$ cat config.mk
export PLATFORM = sky130hd
export DESIGN_NAME = uart_rx
export DESIGN_NICKNAME = d
export VERILOG_FILES = /design/src/rtl/uart_rx.sv
export SDC_FILE = /design/constraint.sdc
export NUM_CORES = 1
export LEC_CHECK = 0
export CAP_MARGIN = 15
export CELL_PAD_IN_SITES_DETAIL_PLACEMENT = 1
export CELL_PAD_IN_SITES_GLOBAL_PLACEMENT = 1
export CORE_MARGIN = 2
export CORE_UTILIZATION = 42
export DETAILED_ROUTE_END_ITERATION = 8
export PLACE_DENSITY_LB_ADDON = 0.1
export SETUP_SLACK_MARGIN = 0.15
export SLEW_MARGIN = 20
export SYNTH_ARGS = -nofsm -noshare
export SYNTH_HDL_FRONTEND = slang
export SYNTH_SLANG_ARGS = --single-unit
$ cat constraint.sdc
create_clock -name clk_50m -period 2.3 [get_ports clk_50m]
set_clock_uncertainty 0.15 [all_clocks]
set_input_delay 0.46 -clock clk_50m [delete_from_list [all_inputs] [get_ports clk_50m]]
set_output_delay 0.46 -clock clk_50m [all_outputs]
set_load 0.005 [all_outputs]
$ cat src/rtl/uart_rx.sv
// 16x-oversampling 8N1 UART receiver: 2-flop rx synchronizer, start/data/stop FSM,
// ready/clear handshake with framing-error and overrun flags.
module uart_rx #(
    parameter int DATA_BITS  = 8,
    parameter int OVERSAMPLE = 16
) (
    input  logic                 clk_50m,
    input  logic                 rstn,
    input  logic                 clken,
    input  logic                 rx,
    input  logic                 rdy_clr,
    output logic [DATA_BITS-1:0] data,
    output logic                 rdy,
    output logic                 framing_err,
    output logic                 overrun
);
    localparam int SW = $clog2(OVERSAMPLE);
    localparam int BW = (DATA_BITS > 1) ? $clog2(DATA_BITS) : 1;
    localparam logic [SW-1:0] MID_M1 = SW'(OVERSAMPLE / 2 - 1);
    localparam logic [SW-1:0] S_LAST = SW'(OVERSAMPLE - 1);
    localparam logic [BW-1:0] B_LAST = BW'(DATA_BITS - 1);

    typedef enum logic [1:0] {IDLE, START, DATA, STOP} state_t;

    state_t               state_q, state_d;
    logic                 sync1_q, rx_s_q;
    logic [SW-1:0]        scnt_q, scnt_d;
    logic [BW-1:0]        bidx_q, bidx_d;
    logic [DATA_BITS-1:0] shreg_q, shreg_d;
    logic [DATA_BITS-1:0] data_q, data_d;
    logic                 rdy_q, rdy_d;
    logic                 ferr_q, ferr_d;
    logic                 ovr_q, ovr_d;

    always_comb begin
        state_d = state_q;
        scnt_d  = scnt_q;
        bidx_d  = bidx_q;
        shreg_d = shreg_q;
        data_d  = data_q;
        rdy_d   = rdy_q;
        ferr_d  = ferr_q;
        ovr_d   = ovr_q;

        if (rdy_clr) begin
            rdy_d = 1'b0;
            ovr_d = 1'b0;
        end

        if (clken) begin
            unique case (state_q)
                IDLE: begin
                    if (!rx_s_q) begin
                        state_d = START;
                        scnt_d  = SW'(1);
                    end
                end
                START: begin
                    if (rx_s_q) begin
                        state_d = IDLE;
                        scnt_d  = '0;
                    end else if (scnt_q == MID_M1) begin
                        state_d = DATA;
                        scnt_d  = '0;
                        bidx_d  = '0;
                    end else begin
                        scnt_d = scnt_q + SW'(1);
                    end
                end
                DATA: begin
                    if (scnt_q == S_LAST) begin
                        shreg_d[bidx_q] = rx_s_q;
                        scnt_d          = '0;
                        if (bidx_q == B_LAST) state_d = STOP;
                        else                  bidx_d  = bidx_q + BW'(1);
                    end else begin
                        scnt_d = scnt_q + SW'(1);
                    end
                end
                STOP: begin
                    if (scnt_q == S_LAST) begin
                        state_d = IDLE;
                        scnt_d  = '0;
                        // A completing good frame outranks a same-cycle rdy_clr.
                        if (rx_s_q) begin
                            data_d = shreg_q;
                            rdy_d  = 1'b1;
                            ferr_d = 1'b0;
                            if (rdy_q) ovr_d = 1'b1;
                        end else begin
                            ferr_d = 1'b1;
                        end
                    end else begin
                        scnt_d = scnt_q + SW'(1);
                    end
                end
                default: state_d = IDLE;
            endcase
        end
    end

    always_ff @(posedge clk_50m) begin
        if (!rstn) begin
            sync1_q <= 1'b1;
            rx_s_q  <= 1'b1;
            state_q <= IDLE;
            scnt_q  <= '0;
            bidx_q  <= '0;
            shreg_q <= '0;
            data_q  <= '0;
            rdy_q   <= 1'b0;
            ferr_q  <= 1'b0;
            ovr_q   <= 1'b0;
        end else begin
            sync1_q <= rx;
            rx_s_q  <= sync1_q;
            state_q <= state_d;
            scnt_q  <= scnt_d;
            bidx_q  <= bidx_d;
            shreg_q <= shreg_d;
            data_q  <= data_d;
            rdy_q   <= rdy_d;
            ferr_q  <= ferr_d;
            ovr_q   <= ovr_d;
        end
    end

    assign data        = data_q;
    assign rdy         = rdy_q;
    assign framing_err = ferr_q;
    assign overrun     = ovr_q;
endmodule
==> results of run 1 <==
==> final cells by class <==
type,count,area (sq um)
sequential,30,600.6
tap,46,57.56
inverter,4,15.01
clock inverter,2,12.51
clock buffer,6,51.30
timing repair buffer,17,165.2
multi-input combinational,107,734.5
fill,383,1648
==> cells by family (layout without fill, tap and decap cells) <==
family          after synthesis  in the layout  synth area share [%]
xor+xnor                      1              1                0.6212
fa+ha+maj                     3              3                 2.662
mux                          13             13                 9.228
buf+inv                      15             29                 5.323
compound gates               27             27                 13.13
simple gates                 63             63                 26.44
flops                        30             30                 42.59
==> worst register-to-register path: cells and delay by family, from the launching register on <==
kind,cells,cell delay (ns)
AOI/OAI and AO/OA,1,0.17
DFF,1,0.42
adders and majority gates,2,0.45
muxes,1,0.17
and+or+nand+nor,2,0.39
==> routing by layer <==
layer	track usage, %	up-vias	part of all wire (%)
li1	-	563	-
met1	20.87	534	45
met2	31.55	13	50
met3	6.832	4	2.8
met4	7.903	0	1.4
met5	0	-	0
==> through the flow <==
step                instance area [sq um]  util, %
global placement                     1573    47.89
global route                         1637    49.83
detailed placement                   1573    47.89
CTS                                  1637    49.83
floorplan                            1410        -
finish                               1637    49.83
==> cell usage in the layout (no fill, tap or decap), types with 2 or more instances in the layout <==
master and instances:
a21oi_1 5, and3b_1 2, buf_4 2, clkbuf_4 5, clkdlybuf4s50_1 15, dfxtp_1 30
ha_1 3, inv_1 4, mux2i_1 13, nand2_1 15, nand2b_1 4, nand3_1 14
nand3b_1 5, nor2_1 7, nor2b_1 3, nor3_1 3, o21ai_0 4, o21ai_1 9
==> path summary, 6_finish.rpt <==
check                           cells past startpoint   endpoint  startpoint
worst max-delay path                                6  bidx_q[0]   bidx_q[0]
worst min-delay path                                1     rx_s_q     sync1_q
worst max register to register                      6  bidx_q[0]   bidx_q[0]
worst min register to register                      1     rx_s_q     sync1_q
==> sequential cells by signal, indices dropped and copies added (netlist names), named ones only <==
register     flops
state_q          1
scnt_q           4
shreg_q          8
framing_err      1
overrun          1
bidx_q           3
rx_s_q           1
sync1_q          1
rdy              1
data             8
==> report_power, final <==
group | internal, mW | switching, mW
combinational | 0.0197 | 0.0241
sequential | 0.523 | 0.00877
clock | 0.147 | 0.184
==> results.toml, run 1 <==
[floorplanning]
coreArea_sq_um = 3284
die-width_um = 61.94
start_util_pct = 42.93
ioPinCount = 16
core.rowCount = 21
die_area_sq_um = 3837
die_y_um = 61.94

[critical_path]
critical_path_class = "reg -> reg"
cpMostUsedCell = "ha_1"
cp.required_ns = 2.35
critPathSlowestCell = "dfxtp_1"
critPathBufInv = 0
cp_top_family = "adder cells"
crit_chain = "ha_1 > ha_1 > nor4bb_1 > o21bai_2 > mux2i_1 > nor2_1"
slowest_delay_ns = 0.42
cp-end-kind = "flop"
start_kind = "flop"
rrSetupSlack_ns = 0.43
path_max_fanout = 9
worstPathArrival_ns = 1.92

[clock_tree]
htreeDepth = 2
insertion_delay_ns = 0.33
cts_buffer_depth = 2
postCtsHoldBufs = 0
clkSinkCount = 30
numCtsBuffers = 5
cts_resized = 0
cts.reportedPaths.clkPinSlew_ns = 0.10
cts_setup_buffers = 0
cts-root-buf = "clkbuf_4"
cts_tree = "built"

[drt]
wl_per_cell_um = 14.65
post_drt_via_cell_ratio = 5.255
first_pass_iters = 4
vias = 1114
drc = 0
drt_iter0_drc = 70
wirelength_um = 3106
ant_nets = 0

[pwr]
ir_drop_mv = 0.3533
p_leak_nw = 0.6749
p_total_uw = 906.3
p_per_area_nw_per_um2 = 553.8

[yosys]
ys_ff_latch = 30
yosys_warnings = 0
syn_nets = 160
ys_seq_area_share_pct = 42.59
synthesis.instances = 152
syn_area_sq_um = 1410
yosysMostFrequentCell = "dfxtp_1"
syn-mean-instance-area_sq_um = 9.277
synth.largest_area_cell = "dfxtp_1"
async_flop_share_pct = 0
ys_types = 39
synth_top_cells_by_area = "dfxtp_1 43%, mux2i_1 9.2%, nand3_1 5.0%"
synth_top_area_share_pct = 42.59
synth_edf_count = 0
synth_flop_cell = "dfxtp_1"
ys_top_cells_by_count = "30 x dfxtp_1, 15 x nand2_1, 14 x nand3_1"

[sta]
final.setup.worst_slack_ns = 0.4293
final_hold_viol_count = 0
drv_slew = 0
max_freq_mhz = 534.6
fin_crit_ns = 1.871
timing.final.crit_share_pct = 81.34
worst_pin_slew_ns = 0.6169
rsz0062_at_grt = "false"
tns_ns = 0
relSlewSlack_pct = 58.82
finalSetupViolations = 0
holdWs_ns = 0.2890

[global_route]
grt_max_degree = 24
gr-total-overflow = 0
grt_usage_pct = 18.59
grt_pass1_vias = 1066
grt_pass1_wl_um = 4912
antenna_found_initial = 0

[hold_path]
hp-class = "reg -> reg"

[run_status]
outcome = "finished, final reports clean"

[layout]
final_net_count = 173
final_cell_count_no_fill = 212
area_growth_pct = 16.06
antenna_cells = 0
layout-drive-gt1-share_pct = 9.639

[place]
place_inst = 204
pre_cts_ws_ns = 0.2602
gp_congestion = 0.8015
portBuffers = 15
dpl.hpwl_um = 2254

[job]
maxCapViolCount = 0
(Power assumes the default switching activity.)
==> run 2, diff against run 1 <==
--- a/config.mk
+++ b/config.mk
@@ -9,7 +9,7 @@
 export CELL_PAD_IN_SITES_DETAIL_PLACEMENT = 1
 export CELL_PAD_IN_SITES_GLOBAL_PLACEMENT = 1
 export CORE_MARGIN = 2
-export CORE_UTILIZATION = 42
+export CORE_UTILIZATION = 38
 export DETAILED_ROUTE_END_ITERATION = 8
 export PLACE_DENSITY_LB_ADDON = 0.1
 export SETUP_SLACK_MARGIN = 0.15
==> constraint.sdc (replaced) <==
create_clock -name clk_50m -period 1.69 [get_ports clk_50m]
set_clock_uncertainty 0.15 [all_clocks]
set_input_delay 0.338 -clock clk_50m [delete_from_list [all_inputs] [get_ports clk_50m]]
set_output_delay 0.338 -clock clk_50m [all_outputs]
set_load 0.005 [all_outputs]
==> run 2 against run 1 <==
Effect of this change:
- power increased by 56%
- critical path depth unchanged
- register-to-register slack got worse by 0.33 ns
- die area increased by 9.8%
- final area increased by 20%
- sequential share of layout area decreased by 5.4 points
- global-route usage increased by 0.26 points
- clock power increased by 83%
- combinational power increased by 96%
- clock-buffer cell count unchanged
- critical path type unchanged
- largest cell class unchanged
==> results.toml, run 2 (synthesis gave the netlist of run 1 again) <==
[run_status]
outcome = "finished, final reports clean"

[floorplanning]
die_area_sq_um = 4214
die-width_um = 64.92
ioPinCount = 16
die_y_um = 64.92
start_util_pct = 39.10
coreArea_sq_um = 3606
core.rowCount = 22

[sta]
tns_ns = 0
timing.final.crit_share_pct = 94.30
finalSetupViolations = 0
relSlewSlack_pct = 63.80
drv_slew = 0
fin_crit_ns = 1.594
final_hold_viol_count = 0
rsz0062_at_grt = "true"
worst_pin_slew_ns = 0.5355
max_freq_mhz = 627.5

[global_route]
antenna_found_initial = 0
grt_pass1_wl_um = 5954
grt_pass1_vias = 1232
gr-total-overflow = 0
grt_max_degree = 23
grt_usage_pct = 18.85

[clock_tree]
insertion_delay_ns = 0.28
clkSinkCount = 30
cts_buffer_depth = 2
cts.reportedPaths.clkPinSlew_ns = 0.07
htreeDepth = 2
cts_tree = "built"
numCtsBuffers = 5
postCtsHoldBufs = 0
cts-root-buf = "clkbuf_8"

[critical_path]
critPathSlowestCell = "dfxtp_2"
crit_chain = "ha_4 > ha_4 > nor4bb_4 > o21bai_4 > mux2i_1 > nor2_1"
cpMostUsedCell = "ha_4"
start_kind = "flop"
critPathCapture = "bidx_q[1]"
critical_path_class = "reg -> reg"
r2r_start = "bidx_q[0]"
worstPathArrival_ns = 1.62
critPathBufInv = 0
r2r-end = "bidx_q[1]"
cp-end-kind = "flop"
worst_r2r_path_depth = 6
cp.depth = 6
path_max_fanout = 3
rrSetupSlack_ns = 0.1
crit_start = "bidx_q[0]"
slowest_delay_ns = 0.34
cp_top_family = "simple AND/OR/NAND/NOR gates"
cp.required_ns = 1.72

[layout]
final_cell_mix = "22 x buf_4, 19 x dfxtp_1, 14 x nand2_1"
final_net_count = 196
antenna_cells = 0
layout_commonest_cell = "buf_4"
area_growth_pct = 39.57
final_cell_area_sq_um = 1968
layout-drive-gt1-share_pct = 32.28

[drt]
ant_nets = 0
first_pass_iters = 4
wirelength_um = 3546
post_drt_via_cell_ratio = 5.257
wl_per_cell_um = 14.96
drc = 0
drt_iter0_drc = 69
vias = 1246

[pwr]
p_per_area_nw_per_um2 = 717.9
ir_drop_mv = 0.4338
p_leak_nw = 0.8843

[hold_path]
min_path_cells = 1
hp-class = "reg -> reg"

[job]
maxCapViolCount = 0

[place]
dpl.hpwl_um = 2454
portBuffers = 15
placed_area_sq_um = 1708
gp_congestion = 0.7922
## run 2: cell types whose count changed in the layout (fill, tap and decap cells not counted), moves of 3 or more
cell,change
ha_4,+3
clkdlybuf4s50_1,-12
clkbuf_8,+5
dfxtp_1,-11
dlygate4sd2_1,+12
dfxtp_2,+10
buf_4,+20
ha_1,-3
clkbuf_4,-5
## run 2: per-stage QoR
step	hold WS (ns)	cells	util, %	total power [mW]	setup WS, ns
after global routing	0.3118	237	54.58	1.487	0.05876
after floorplan	0.2363	152	-	0.7751	0.1514
after global placement	0.2608	220	47.36	0.8105	-0.2329
after CTS	0.2830	234	53.02	1.421	0.09025
final	0.2819	237	54.58	1.413	0.09625
after detailed placement	0.2554	220	47.36	0.8121	-0.2843
## run 2: layout make-up
type	count	area (sq um)
Multi-Input combinational cell	107	838.3
Clock inverter	2	12.51
Sequential cell	30	616.8
Fill cell	426	1638
Tap cell	48	60.06
Timing Repair Buffer	40	342.8
Inverter	4	15.01
Clock buffer	6	82.58
## run 2: power by group
group          switching, mW  leakage (nW)  internal (mW)
Sequential           0.00790         0.247          0.712
Combinational         0.0427         0.590         0.0431
Clock                  0.280        0.0472          0.327
Total                  0.331         0.884           1.08
## run 2: how the worst min path moves through the flow
| stage | start | to | slack [ns] |
|---|---|---|---|
| 2_1_floorplan | sync1_q | rx_s_q | 0.24 |
| 3_3_place_gp | sync1_q | rx_s_q | 0.26 |
| 3_5_place_dp | sync1_q | rx_s_q | 0.26 |
| 4_1_cts | sync1_q | rx_s_q | 0.28 |
| 5_1_grt | sync1_q | rx_s_q | 0.31 |
| 6_report | sync1_q | rx_s_q | 0.28 |
## run 2: what timing repair did
item | CTS | global route
resized for setup | 32 | 7
setup buffers | 6 | 3
endpoints found under the setup margin | 38 | 12
pin swaps | 6 | 7
## run 2: worst register-to-register path: cells and delay by family, from the launching register on
family | cells | cell delay [ns]
fa+ha+maj | 2 | 0.32
flops | 1 | 0.34
simple gates | 2 | 0.38
compound gates | 1 | 0.11
mux | 1 | 0.18
## run 2: layer usage
metal  wire length (um)  up-vias  GRT usage (%)
met4                 42        0          7.979
li1                   -      611              -
met2               1811       21          30.28
met5                  0        -              0
met1               1568      608          23.62
met3                122        6          5.208
